===== src/rtl/spi_master_param.sv =====
// Parametrised SPI master: DATA_W-bit MSB-first full-duplex words, all four CPOL/CPHA modes,
// one-hot active-low chip selects and a runtime half-period divider. Optional macro: SPI_LOOPBACK_EN.
module spi_master_param #(
    parameter int unsigned DATA_W = 8,
    parameter int unsigned NUM_CS = 2,
    parameter int unsigned DIV_W  = 16,
    localparam int unsigned CS_W  = (NUM_CS > 1) ? $clog2(NUM_CS) : 1
) (
    input  logic              clk,
    input  logic              reset_n,
    input  logic              start,
    input  logic [DATA_W-1:0] data_in,
    input  logic [CS_W-1:0]   cs_sel,
    input  logic              cpol,
    input  logic              cpha,
    input  logic [DIV_W-1:0]  div_factor,
    input  logic              miso,
`ifdef SPI_LOOPBACK_EN
    input  logic              loopback,
`endif
    output logic              mosi,
    output logic              sclk,
    output logic [NUM_CS-1:0] cs_n,
    output logic [DATA_W-1:0] data_out,
    output logic              busy,
    output logic              avail
);

    localparam int unsigned EDGE_W = $clog2(2 * DATA_W + 1);

    typedef enum logic [1:0] {
        S_IDLE  = 2'd0,
        S_SETUP = 2'd1,
        S_XFER  = 2'd2,
        S_HOLD  = 2'd3
    } state_t;

    state_t              r_state, w_state_nxt;
    logic [DIV_W-1:0]    r_cnt, w_cnt_nxt;
    logic [DIV_W-1:0]    r_half, w_half_nxt;
    logic [EDGE_W-1:0]   r_edge, w_edge_nxt;
    logic [DATA_W-1:0]   r_tx, w_tx_nxt;
    logic [DATA_W-1:0]   r_rx, w_rx_nxt;
    logic                r_cpol, w_cpol_nxt;
    logic                r_cpha, w_cpha_nxt;
    logic                r_sclk, w_sclk_nxt;
    logic                r_mosi, w_mosi_nxt;
    logic [NUM_CS-1:0]   r_cs_n, w_cs_n_nxt;
    logic [DATA_W-1:0]   r_data_out, w_data_out_nxt;
    logic                r_busy, w_busy_nxt;
    logic                r_avail, w_avail_nxt;

    logic [DIV_W-1:0]    w_h_eff;
    logic                w_cnt_done;
    logic [EDGE_W-1:0]   w_edge_inc;
    logic                w_leading;
    logic                w_last_edge;
    logic                w_sample_bit;

    // Active-low one-hot select; an out-of-range index leaves every line high.
    function automatic logic [NUM_CS-1:0] cs_decode(input logic [CS_W-1:0] sel);
        logic [NUM_CS-1:0] v;
        v = '1;
        for (int unsigned i = 0; i < NUM_CS; i++) begin
            if (CS_W'(i) == sel) v[i] = 1'b0;
        end
        return v;
    endfunction

    assign w_h_eff     = (div_factor == '0) ? DIV_W'(1) : div_factor;
    assign w_cnt_done  = (r_cnt == (r_half - DIV_W'(1)));
    assign w_edge_inc  = r_edge + EDGE_W'(1);
    assign w_leading   = ~r_edge[0];
    assign w_last_edge = (w_edge_inc == EDGE_W'(2 * DATA_W));

`ifdef SPI_LOOPBACK_EN
    logic r_lb, w_lb_nxt;
    assign w_sample_bit = r_lb ? r_mosi : miso;
`else
    assign w_sample_bit = miso;
`endif

    // State and datapath registers
    always_ff @(posedge clk or negedge reset_n) begin
        if (!reset_n) begin
            r_state    <= S_IDLE;
            r_cnt      <= '0;
            r_half     <= DIV_W'(1);
            r_edge     <= '0;
            r_tx       <= '0;
            r_rx       <= '0;
            r_cpol     <= 1'b0;
            r_cpha     <= 1'b0;
            r_sclk     <= 1'b0;
            r_mosi     <= 1'b0;
            r_cs_n     <= '1;
            r_data_out <= '0;
            r_busy     <= 1'b0;
            r_avail    <= 1'b0;
`ifdef SPI_LOOPBACK_EN
            r_lb       <= 1'b0;
`endif
        end else begin
            r_state    <= w_state_nxt;
            r_cnt      <= w_cnt_nxt;
            r_half     <= w_half_nxt;
            r_edge     <= w_edge_nxt;
            r_tx       <= w_tx_nxt;
            r_rx       <= w_rx_nxt;
            r_cpol     <= w_cpol_nxt;
            r_cpha     <= w_cpha_nxt;
            r_sclk     <= w_sclk_nxt;
            r_mosi     <= w_mosi_nxt;
            r_cs_n     <= w_cs_n_nxt;
            r_data_out <= w_data_out_nxt;
            r_busy     <= w_busy_nxt;
            r_avail    <= w_avail_nxt;
`ifdef SPI_LOOPBACK_EN
            r_lb       <= w_lb_nxt;
`endif
        end
    end

    // Next-state and datapath logic
    always_comb begin
        w_state_nxt    = r_state;
        w_cnt_nxt      = r_cnt;
        w_half_nxt     = r_half;
        w_edge_nxt     = r_edge;
        w_tx_nxt       = r_tx;
        w_rx_nxt       = r_rx;
        w_cpol_nxt     = r_cpol;
        w_cpha_nxt     = r_cpha;
        w_sclk_nxt     = r_sclk;
        w_mosi_nxt     = r_mosi;
        w_cs_n_nxt     = r_cs_n;
        w_data_out_nxt = r_data_out;
        w_busy_nxt     = r_busy;
        w_avail_nxt    = 1'b0;
`ifdef SPI_LOOPBACK_EN
        w_lb_nxt       = r_lb;
`endif

        unique case (r_state)
            S_IDLE: begin
                w_sclk_nxt = cpol;
                w_cnt_nxt  = '0;
                w_edge_nxt = '0;
                if (start) begin
                    w_state_nxt = S_SETUP;
                    w_cpol_nxt  = cpol;
                    w_cpha_nxt  = cpha;
                    w_half_nxt  = w_h_eff;
                    w_busy_nxt  = 1'b1;
                    w_cs_n_nxt  = cs_decode(cs_sel);
                    w_rx_nxt    = '0;
`ifdef SPI_LOOPBACK_EN
                    w_lb_nxt    = loopback;
`endif
                    // CPHA=0 needs the MSB on the line before the first edge
                    if (!cpha) begin
                        w_mosi_nxt = data_in[DATA_W-1];
                        w_tx_nxt   = {data_in[DATA_W-2:0], 1'b0};
                    end else begin
                        w_tx_nxt   = data_in;
                    end
                end
            end

            S_SETUP: begin
                if (w_cnt_done) begin
                    w_cnt_nxt   = '0;
                    w_state_nxt = S_XFER;
                end else begin
                    w_cnt_nxt   = r_cnt + DIV_W'(1);
                end
            end

            S_XFER: begin
                if (w_cnt_done) begin
                    w_cnt_nxt  = '0;
                    w_sclk_nxt = ~r_sclk;
                    w_edge_nxt = w_edge_inc;
                    if (w_leading == r_cpha) begin
                        // drive edge: CPHA=1 leading, CPHA=0 trailing except the final one
                        if (r_cpha || !w_last_edge) begin
                            w_mosi_nxt = r_tx[DATA_W-1];
                            w_tx_nxt   = {r_tx[DATA_W-2:0], 1'b0};
                        end
                    end else begin
                        w_rx_nxt = {r_rx[DATA_W-2:0], w_sample_bit};
                    end
                    if (w_last_edge) w_state_nxt = S_HOLD;
                end else begin
                    w_cnt_nxt = r_cnt + DIV_W'(1);
                end
            end

            S_HOLD: begin
                w_sclk_nxt = r_cpol;
                if (w_cnt_done) begin
                    w_cnt_nxt      = '0;
                    w_cs_n_nxt     = '1;
                    w_busy_nxt     = 1'b0;
                    w_data_out_nxt = r_rx;
                    w_avail_nxt    = 1'b1;
                    w_state_nxt    = S_IDLE;
                end else begin
                    w_cnt_nxt = r_cnt + DIV_W'(1);
                end
            end

            default: w_state_nxt = S_IDLE;
        endcase
    end

    assign mosi     = r_mosi;
    assign sclk     = r_sclk;
    assign cs_n     = r_cs_n;
    assign data_out = r_data_out;
    assign busy     = r_busy;
    assign avail    = r_avail;

endmodule

===== config.mk =====
export PLATFORM = sky130hd
export DESIGN_NAME = spi_master_param
export DESIGN_NICKNAME = d
export VERILOG_FILES = /design/src/rtl/spi_master_param.sv
export SDC_FILE = /design/constraint.sdc
export NUM_CORES = 1
export LEC_CHECK = 0
export BUFFER_PORTS_ARGS = -buffer_cell sky130_fd_sc_hd__buf_2
export CAP_MARGIN = 20
export CORE_MARGIN = 3
export CORE_UTILIZATION = 30
export CTS_CLUSTER_SIZE = 14
export DETAILED_ROUTE_END_ITERATION = 8
export SYNTH_ARGS = -nofsm -noshare
export SYNTH_HDL_FRONTEND = slang
export SYNTH_SLANG_ARGS = --single-unit

===== constraint.sdc =====
create_clock -name clk -period 4.83 [get_ports clk]
set_clock_uncertainty 0.2 [all_clocks]
set_input_delay 0.483 -clock clk [delete_from_list [all_inputs] [get_ports clk]]
set_output_delay 0.483 -clock clk [all_outputs]
set_load 0.01 [all_outputs]

== Yosys cells after proc, flatten, opt, wreduce, memory -nomap -nowiden ==
Cells that the tools add are included.

* Input port bits: 31
* Output and inout port bits: 14
* Register bits: 71
* Word-level logic and storage cells: 90

* Reduce and logical (&&, ||, !) cells: 17
* Eq/ne operators: 15
* Bitwise logic cells: 2
* Muxes and demuxes: 39
* Add/subtract/negate cells: 3

{| class="wikitable"
|+ Operators by type and width
! kind !! count
|-
| two-way mux 8 bit || 8
|-
| two-way mux 16 bit || 2
|-
| one-hot mux 16 bit (2 select lines) || 1
|-
| one-hot mux 8 bit (2 select lines) || 2
|-
| inequality test 2 bit (second input constant) || 9
|-
| adder 16 x 1 -> 16 bit (second input constant) || 1
|-
| == test 16 bit || 1
|-
| zero test 16 bit || 1
|-
| subtractor 16 x 1 -> 16 bit (second input constant) || 1
|-
| two-way mux 2 bit || 7
|-
| two-way mux 1 bit || 12
|-
| one-hot mux 5 bit (2 select lines) || 1
|-
| AND reduction 5 bit || 2
|-
| one-hot mux 2 bit (4 select lines) || 1
|-
| AND reduction 2 bit || 4
|-
| AND reduction 6 bit || 1
|-
| adder 5 x 1 -> 5 bit (second input constant) || 1
|-
| == test 5 bit (second input constant) || 1
|-
| two-way mux 5 bit || 1
|-
| == test 2 bit (second input constant) || 2
|-
| one-hot mux 1 bit (2 select lines) || 2
|-
| one-hot mux 2 bit (2 select lines) || 1
|-
| AND reduction 4 bit || 1
|-
| nonzero test 2 bit || 2
|-
| 10 further kinds || 11
|}

== Logic depth before layout (Yosys ltp) ==
Gate-level depths: netlist of the first run.

* Depth in word-level cells: 8
* Gate-level depth with buffers: 13
* Depth with buffers taken out: 10

== Least setup slack after synthesis of the first run ==
No wires, ideal clock.

* Path type: reg2reg
* Start point: register r_half[0]
* End point: register r_data_out[0] (netlist: data_out[0])
* Stages on the path, launching flop included: 12
* Path slack: 1359 ps
* Clock period less this slack: 3471 ps
* Library setup time: 125 ps
* Required time: 4505 ps
* Buffers on the path: 2
* Arrival time: 3146 ps
* Cells stage by stage: dfstp_2 > inv_1 > ha_1 > clkbuf_1 > xor2_1 > or4b_4 > a2111oi_4 > nand4b_2 > nor3_1 > and2_1 > buf_2 > mux2_2

* Longest elaborated chain between the ends: 3

{| class="wikitable"
|+ Ends and longest elaborated chain
! element !! line !! RTL
|-
| start: declaration || 40 || <nowiki>logic [DIV_W-1:0] r_half, w_half_nxt;</nowiki>
|-
| start signal: assignment || 106 || <nowiki>r_half <= w_half_nxt;</nowiki>
|-
| subtractor 16 x 1 -> 16 bit || 71 || <nowiki>assign w_cnt_done = (r_cnt == (r_half - DIV_W'(1)));</nowiki>
|-
| == test 16 bit || 71 ||
|-
| AND reduction 2 bit (no line) || - ||
|-
| end signal: assignment || 115 || <nowiki>r_data_out <= w_data_out_nxt;</nowiki>
|-
| end: declaration || 49 || <nowiki>logic [DATA_W-1:0] r_data_out, w_data_out_nxt;</nowiki>
|}

Every way passes these cells.
A chain may end at the register's enable or synchronous reset.

== Final worst setup path of the first run ==
* Start point: register r_half[2]
* End point: register r_data_out[4] (netlist: data_out[4])

Same word-level chain as after synthesis.

==> metrics.csv, run 1 <==
metric,value,unit
status,"complete, no violations",
reg2regPathDepth,8,
crit_buf_inv,0,
synth_seq_cells,71,
fmax,0.260,GHz
async_flop_share,100,%
postRouteAntennaNets,0,
syn_inst,397,
cts_buffers,9,
cts_buffer_depth,2,
design_area,0.00467,mm^2
final_net_count,472,
die-area,0.0147,mm^2
synthTopCellsByArea,"dfrtp_1, mux2_2, xor2_1",
layout_common_cells,"dfrtp_1, buf_2, nand2_1, mux2_2, nor2_1",
ctsHtreeMaxLevel,3,
port_buffers,44,
ys_seq_area_share,44.6,%
fp.dieH,121,um
synth_fp_nets,436,
yosysTopAreaCell,dfrtp_1,
path_depth,8,
synthFlopType,dfrtp_1,
drive_above_1_share,24.4,%
cap_violations,0,
whs,0.0185,ns
cp-start-kind,flip-flop,
core,0.0128,mm^2
cts_resized,0,
cts_tree,yes,
leakage,2.07,nW
synth_edf_count,0,
drt_wl_total,8780,um
num_vias,2993,
tns,0,ns
power_density,540,mW/mm^2
grt_max_degree,40,
route.detailed.drc,0,
first_global_vias,2893,
cp_slowest_stage_delay,0.86,ns
clock_latency,0.33,ns
rr_endpoint,data_out[4],
routedWlPerCell,14.4,um
grt_pass1_wl,14400,um
synthToLayoutAreaGrowth,17.1,%
drtPass1Iterations,4,
postCtsHoldBufs,0,
post-route-min-period,3.85,ns
cp_slowest_cell,nor4_2,
syn_area,0.00399,mm^2
nFillCells,1304,
ir_drop,210,uV
setup_violations,0,
crit_end,data_out[4],
end_kind,flip-flop,
preCtsSetupSlack,1.03,ns
critPathTopFamily,simple AND/OR/NAND/NOR gates,
worst-r2r-setup-slack,0.98,ns
gp_congestion,0.820,
cts_root_buf,clkbuf_16,
viasPerCell,4.91,
setup_slack,0.978,ns
initial_core_util,31.1,%
path_cells,nor4_2 -> nand3_1 -> xnor2_1 -> a2111oi_4 -> nand4b_2 -> nor3_1 -> and2_1 -> mux2_2,
pin_count,45,
grt.overflow.total,0,
hpwlAfterDp,6460,um
grt_antenna_before_repair,0,
hold_violations,0,
synth_top_area_share,42.6,%
yosysWarningCount,0,
slew_viol_final,0,
cp_max_fo,11,
worstPathRequired,4.85,ns
total_power,2.52,mW
post_cts.repair.setup_buffers,0,
crit_start,r_half[2],
cp.arrival,3.87,ns
rsz0062_at_grt,false,
placed_area,0.00435,mm^2
period_share,79.7,%
drt_iter0_drc,143,
cts_num_sinks,71,
diodes,0,
hold_path_class,in -> async,
timing.rr.start,r_half[2],
slew_headroom,36.8,%
syn_area_per_cell,10.1,um^2
synthDistinctLibCells,52,
die_w,121,um
crit_type,reg -> reg,
final_common_cell,dfrtp_1,
fp-row-count,41,
grtUsageTotal,12.4,%
tightest_slew,0.940,ns
cts.clk_slew.worst_paths,0.06,ns
## power breakdown
part	leakage (nW)	internal [mW]	switching, mW	total, mW
logic	1.00	0.403	0.470	0.872
registers	0.914	0.757	0.177	0.935
clock network	0.156	0.466	0.250	0.716
total	2.07	1.63	0.897	2.52
## routing by layer
| metal | vias to the layer above | wire length (um) | global-route usage, % |
|---|---|---|---|
| met5 | - | 0 | 0 |
| met4 | 0 | 95 | 4.20 |
| met3 | 6 | 418 | 3.12 |
| met2 | 64 | 3810 | 18.2 |
| met1 | 1457 | 4460 | 17.6 |
| li1 | 1466 | - | - |
## synth_stat cells (2+ instances only)
library cell	n
dfrtp_1	68
nand2_1	35
mux2_2	34
nor2_1	30
xor2_1	21
inv_1	19
nand3_1	19
o21ai_0	18
mux2i_1	17
clkbuf_1	15
xnor2_1	15
a21oi_1	10
nand4_1	9
ha_1	8
nor3_1	8
nor4_1	7
nor2b_1	5
and3_1	4
nand2b_1	4
a211oi_1	3
and2_1	3
buf_2	3
dfstp_2	3
o211ai_1	3
o22a_1	3
a31oi_1	2
nor3b_1	2
nor4_2	2
o31ai_1	2
or2_2	2
or3_1	2
## sequential cells by signal, indices dropped and copies added, names as in the netlist, 2 cells and up
| name | count |
|---|---|
| r_cnt | 16 |
| r_half | 16 |
| data_out | 8 |
| r_rx | 8 |
| r_tx | 8 |
| r_edge | 5 |
| cs_n | 2 |
| r_state | 2 |
## cell families (layout without fill, tap and decap cells)
group | count (synthesis) | after routing | synth area share (%)
AOI/OAI and AO/OA | 50 | 50 | 8.47
muxes | 52 | 52 | 14.1
adders and majority gates | 8 | 8 | 2.51
buffers and inverters | 39 | 80 | 3.89
xor gates and xnor gates | 36 | 36 | 7.90
and+or+nand+nor | 141 | 141 | 18.5
DFF | 71 | 71 | 44.6
## worst min path at each step
| stage | start | endpoint | slack, ns |
|---|---|---|---|
| after floorplan | reset_n | avail | -0.01 |
| after global placement | r_tx[0] | r_tx[0] | 0.27 |
| after detailed placement | r_tx[0] | r_tx[0] | 0.28 |
| after CTS | reset_n | r_half[15] | 0.04 |
| final | reset_n | r_half[15] | 0.02 |
| after global routing | reset_n | r_half[11] | 0.08 |
## stage by stage
| stage | utilization, % | std cells |
|---|---|---|
| floorplan | - | 397 |
| global placement | 33.9 | 594 |
| detailed placement | 33.9 | 594 |
| CTS | 36.4 | 610 |
| global route | 36.4 | 610 |
| finish | 36.4 | 610 |
## worst register-to-register path, stage by stage (launching register included)
cell	delay, ns
dfrtp_1	0.45
nor4_2	0.86
nand3_1	0.26
xnor2_1	0.23
a2111oi_4	0.37
nand4b_2	0.23
nor3_1	0.32
and2_1	0.44
mux2_2	0.39
## layout make-up
| cell class | count | area (um^2) | share of cell area [%] |
|---|---|---|---|
| tap | 172 | 215 | 4.61 |
| clock inverter | 5 | 81.3 | 1.74 |
| clock buffer | 11 | 243 | 5.19 |
| inverter | 19 | 71.3 | 1.53 |
| timing repair buffer | 45 | 228 | 4.87 |
| multi-input combinational | 287 | 2050 | 44.0 |
| sequential | 71 | 1780 | 38.1 |
No activity file was read; power rests on OpenSTA's default activity.
==> inputs of run 2 (changes only) <==
- clock period: 4.83 -> 4 ns (I/O delays scaled with it)
==> run 2 against run 1 <==
  * Sequential power is 21% higher
  * Combinational power increased by 22%
  * Clock power grew 16%
  * Worst setup slack worse by 0.68 ns
  * Total power up 20%
  * Sequential share of layout area decreased by 0.18 points
  * Final cell count is 0.66% higher
  * Register-to-register slack worse by 0.68 ns
  * Utilization increased by 0.18 points
  * Maximum frequency is 4.1% higher
  * Largest cell class unchanged
==> metrics.csv, run 2 (synthesis results as in run 1) <==
metric,value,unit,change
status,"complete, no violations",,unchanged
cts.clk_slew.worst_paths,0.06,ns,about the same
pin_count,45,,unchanged
cts_root_buf,clkbuf_16,,unchanged
grt_pass1_wl,14300,um,was 14400 um
reg2regPathDepth,9,,was 8
hold_violations,0,,unchanged
power_density,643,mW/mm^2,was 540 mW/mm^2
ir_drop,205,uV,was 210 uV
port_buffers,44,,unchanged
post-route-min-period,3.70,ns,was 3.85 ns
nFillCells,1305,,was 1304
routedWlPerCell,13.9,um,was 14.4 um
hpwlAfterDp,6430,um,was 6460 um
cp.arrival,3.71,ns,was 3.87 ns
final_common_cell,dfrtp_1,,unchanged
slew_viol_final,0,,unchanged
cts_tree,yes,,unchanged
drive_above_1_share,24.9,%,was 24.4%
post_cts.repair.setup_buffers,0,,unchanged
tns,0,ns,unchanged
crit_type,reg -> reg,,unchanged
hold_path_class,in -> reg,,was in -> async
cp-start-kind,flip-flop,,unchanged
timing.rr.start,r_half[0],,was r_half[2]
cap_violations,0,,unchanged
grt_max_degree,41,,was 40
drt_iter0_drc,165,,was 143
first_global_vias,2951,,was 2893
tightest_slew,0.951,ns,was 0.940 ns
design_area,0.00470,mm^2,was 0.00467 mm^2
setup_violations,0,,unchanged
die-area,0.0147,mm^2,unchanged
clock_latency,0.32,ns,was 0.33 ns
cts_num_sinks,71,,unchanged
gp_congestion,0.833,,was 0.820
leakage,2.09,nW,was 2.07 nW
postCtsHoldBufs,1,,was 0
fmax,0.270,GHz,was 0.260 GHz
fp-row-count,41,,unchanged
grt_antenna_before_repair,0,,unchanged
core,0.0128,mm^2,unchanged
biggestRegsByFlops,"r_cnt: 16 flops, r_half: 16 flops",,unchanged
end_kind,flip-flop,,unchanged
synthToLayoutAreaGrowth,17.7,%,was 17.1%
num_vias,3022,,was 2993
layout_common_cells,"dfrtp_1, buf_2, nand2_1, mux2_2, nor2_1",,unchanged
initial_core_util,31.1,%,unchanged
postRouteAntennaNets,0,,unchanged
worst-r2r-setup-slack,0.30,ns,was 0.98 ns
cts_buffers,9,,unchanged
viasPerCell,4.92,,was 4.91
route.detailed.drc,0,,unchanged
rr_endpoint,r_tx[1],,was data_out[4]
grtUsageTotal,11.9,%,was 12.4%
total_power,3.02,mW,was 2.52 mW
ctsHtreeMaxLevel,3,,unchanged
cts_resized,0,,unchanged
drtPass1Iterations,4,,unchanged
grt.overflow.total,0,,unchanged
rsz0062_at_grt,false,,unchanged
die_w,121,um,unchanged
drt_wl_total,8510,um,was 8780 um
fp.dieH,121,um,unchanged
cts_buffer_depth,2,,unchanged
cp_max_fo,8,,was 11
period_share,92.5,%,was 79.7%
hold_path_depth,3,,
diodes,0,,unchanged
placed_area,0.00437,mm^2,was 0.00435 mm^2
worstPathRequired,4.01,ns,was 4.85 ns
hp-start,miso,,
final_net_count,476,,was 472
slew_headroom,36.4,%,was 36.8%
holdPathEnd,r_rx[0],,
## run 2: cell types whose count changed in the layout (fill, tap and decap cells not counted), sizes merged
cell and delta:
clkinvlp +1, buf +3, dlygate4sd3 +1, clkbuf -1
## run 2: per-layer routing
metal / wire, um / vias up / global-route usage [%]
met4: 100 / 0 / 3.36
met1: 4310 / 1474 / 17.2
met5: 0 / - / 0
met3: 370 / 8 / 2.52
met2: 3720 / 67 / 18.1
li1: - / 1473 / -
## run 2: cell type report
cell class | instances | area (um^2) | area share, %
Clock buffer | 10 | 229 | 4.88
Tap cell | 172 | 215 | 4.58
Sequential cell | 71 | 1780 | 37.9
Clock inverter | 6 | 85.1 | 1.81
Timing Repair Buffer | 49 | 260 | 5.54
Multi-Input combinational cell | 287 | 2050 | 43.8
Inverter | 19 | 71.3 | 1.52
## run 2: report_power, final
part | switching [mW] | internal, mW | leakage [nW]
logic | 0.559 | 0.498 | 1.02
registers | 0.215 | 0.915 | 0.914
clock network | 0.290 | 0.543 | 0.148
## run 2: how the worst max path moves through the flow
| stage | from | end | slack, ns | cells past startpoint |
|---|---|---|---|---|
| after floorplan | r_half[0] | data_out[0] | 0.53 | 11 |
| after global placement | r_half[0] | r_tx[3] | 0.45 | 9 |
| after detailed placement | r_half[0] | r_tx[1] | 0.33 | 9 |
| after CTS | r_half[0] | r_tx[1] | 0.31 | 9 |
| after global routing | r_half[0] | data_out[0] | 0.17 | 9 |
| final | r_half[0] | r_tx[1] | 0.30 | 9 |
## run 2: per-stage QoR
| stage | utilization (%) | hold WS, ns | std cells | worst slack (ns) |
|---|---|---|---|---|
| after detailed placement | 34.1 | 0.275 | 597 | 0.329 |
| after floorplan | - | -0.0956 | 397 | 0.529 |
| final | 36.6 | 0.115 | 614 | 0.300 |
| after global routing | 36.6 | 0.119 | 614 | 0.168 |
| after CTS | 36.6 | 0.113 | 614 | 0.311 |
| after global placement | 34.1 | 0.271 | 597 | 0.449 |
## run 2: critical path, stage by stage (launching register included)
cell	delay [ns]
dfstp_2	0.57
inv_1	0.07
ha_1	0.30
xor2_1	0.21
or4b_4	0.51
a2111oi_4	0.39
nand4b_2	0.23
o31ai_1	0.31
o211ai_1	0.37
mux2_2	0.41
==> inputs of run 3 (changes only) <==
- CORE_UTILIZATION: 30 -> 58
- PLACE_DENSITY: not set -> 0.79
- clock period: 4 -> 4.5 ns (I/O delays scaled with it)
==> run 3 against run 2 <==
  * Maximum frequency fell by 2.7%
  * Clock-buffer cell count fell by 1
  * Flip-flop and latch count did not move
  * Utilization rose by 32 points
  * Clock power fell by 30%
  * Critical path type unchanged
  * Largest cell class unchanged
  * Largest power group unchanged
  * Highest routed layer unchanged
==> metrics.csv, run 3 (synthesis results as in run 1) <==
metric,value,unit,change
initial_core_util,61.4,%,was 31.1%
cts_resized,0,,unchanged
rsz0062_at_grt,false,,unchanged
die_w,88.9,um,was 121 um
ir_drop,238,uV,was 205 uV
hpwlAfterDp,5730,um,was 6430 um
final_net_count,473,,was 476
p_int,1.57,mW,was 1.96 mW
routedWlPerCell,15.7,um,was 13.9 um
fp-row-count,29,,was 41
cts_buffers,9,,unchanged
grt_pass1_wl,13600,um,was 14300 um
cap_violations,0,,unchanged
final_common_cell,dfrtp_1,,unchanged
first_global_vias,2949,,was 2951
sw_frac_of_total,38.0,%,was 35.2%
diodes,0,,unchanged
pin_count,45,,unchanged
postCtsHoldBufs,0,,was 1
seqPwrFrac,39.6,%,was 37.4%
grt.overflow.total,0,,unchanged
grt_max_degree,43,,was 41
multi_input_area,0.00205,mm^2,unchanged
cts_tree,yes,,unchanged
period_share,84.5,%,was 92.5%
final_util,68.7,%,was 36.6%
fp.dieH,88.9,um,was 121 um
setup_violations,0,,unchanged
slew_headroom,39.2,%,was 36.4%
leakage,2.03,nW,was 2.09 nW
cts.clk_slew.worst_paths,0.08,ns,was 0.06 ns
drtPass1Iterations,4,,unchanged
tightest_slew,0.912,ns,was 0.951 ns
port_buffers,44,,unchanged
slew_viol_final,0,,unchanged
drt_iter0_drc,144,,was 165
clkPwrFrac,23.1,%,was 27.6%
hold_violations,0,,unchanged
cts_num_sinks,71,,unchanged
drive_above_1_share,24.8,%,was 24.9%
cp_max_fo,8,,unchanged
crit_type,reg -> reg,,unchanged
status,"complete, no violations",,unchanged
nFillCells,497,,was 1305
whs,0.0291,ns,was 0.115 ns
clock_latency,0.35,ns,was 0.32 ns
pwr-share-comb,37.4,%,was 35.0%
postRouteAntennaNets,0,,unchanged
synthToLayoutAreaGrowth,11.9,%,was 17.7%
viasPerCell,5.80,,was 4.92
ff_latch_area,0.00178,mm^2,unchanged
end_kind,flip-flop,,unchanged
fmax,0.263,GHz,was 0.270 GHz
tns,0,ns,unchanged
ctsHtreeMaxLevel,3,,unchanged
cts_buffer_depth,2,,unchanged
core,0.00649,mm^2,was 0.0128 mm^2
post_cts.repair.setup_buffers,0,,unchanged
num_vias,2995,,was 3022
cp-start-kind,flip-flop,,unchanged
grt_antenna_before_repair,0,,unchanged
post-route-min-period,3.80,ns,was 3.70 ns
p_sw,0.958,mW,was 1.06 mW
route.detailed.drc,0,,unchanged
drt_wl_total,8080,um,was 8510 um
grtUsageTotal,22.3,%,was 11.9%
gp_congestion,0.862,,was 0.833
layout_common_cells,"dfrtp_1, buf_2, nand2_1, mux2_2, nor2_1",,unchanged
power_density,565,mW/mm^2,was 643 mW/mm^2
die-area,0.00791,mm^2,was 0.0147 mm^2
cts_root_buf,clkbuf_8,,was clkbuf_16
cp.arrival,3.84,ns,was 3.71 ns
biggestRegsByFlops,"r_cnt: 16 flops, r_half: 16 flops",,unchanged
hold_path_class,in -> async,,was in -> reg
worstPathRequired,4.54,ns,was 4.01 ns
[run 3: cell types whose count changed in the layout (fill, tap and decap cells not counted), sizes merged]
cell         previous run  this run
inv                    19        22
dlygate4sd3             1         0
clkinv                  2         1
clkbuf                 10         9
clkinvlp                2         1
buf                    48        46
[run 3: critical path, stage by stage, from the launching register on]
cell and delay [ns]:
dfstp_2 0.59, inv_1 0.07, ha_1 0.30, xor2_1 0.20, or4b_4 0.52, a2111oi_4 0.39, nand4b_2 0.24, nor3_1 0.35
and2_1 0.44, mux2_2 0.39
[run 3: worst paths after layout]
check	start	to	slack, ns	cells past startpoint
setup / recovery	r_half[0]	data_out[2]	0.70	9
hold / removal	reset_n	r_half[2]	0.03	1
setup reg to reg	r_half[0]	data_out[2]	0.70	9
hold reg to reg	r_tx[0]	r_tx[0]	0.30	1
max in group asynchronous	reset_n	r_tx[3]	3.14	2
min in group clk	miso	r_rx[0]	0.12	3
[run 3: power by group through the flow]
stage	clock network [mW]	logic [mW]	registers, mW
2_1_floorplan	0	0.765	0.953
3_3_place_gp	0	0.910	0.993
3_5_place_dp	0	0.939	1.01
4_1_cts	0.595	0.947	0.995
5_1_grt	0.625	1.05	1.02
6_report	0.582	0.943	0.998
[run 3: per-stage QoR]
step | setup slack (ns) | area [um^2] | total power, mW | cells
CTS | 0.711 | 4460 | 2.54 | 516
finish | 0.699 | 4460 | 2.52 | 516
floorplan | 1.03 | 3990 | 1.72 | 397
global route | 0.516 | 4460 | 2.70 | 516
detailed placement | 0.769 | 4240 | 1.95 | 500
global placement | 0.872 | 4240 | 1.90 | 500
[run 3: final cells by class]
type                            count  area share (%)
Timing Repair Buffer               46            5.27
Clock inverter                      7            2.30
Sequential cell                    71            39.9
Inverter                           19            1.60
Tap cell                           77            2.16
Clock buffer                        9            2.77
Multi-Input combinational cell    287            46.0
[run 3: per-layer routing]
| layer | track usage, % | share of wire, % | up-vias |
|---|---|---|---|
| met1 | 32.2 | 48 | 1438 |
| li1 | - | - | 1473 |
| met2 | 33.0 | 45 | 67 |
| met5 | 0 | 0 | - |
| met3 | 3.96 | 4.9 | 17 |
| met4 | 10.3 | 2.0 | 0 |
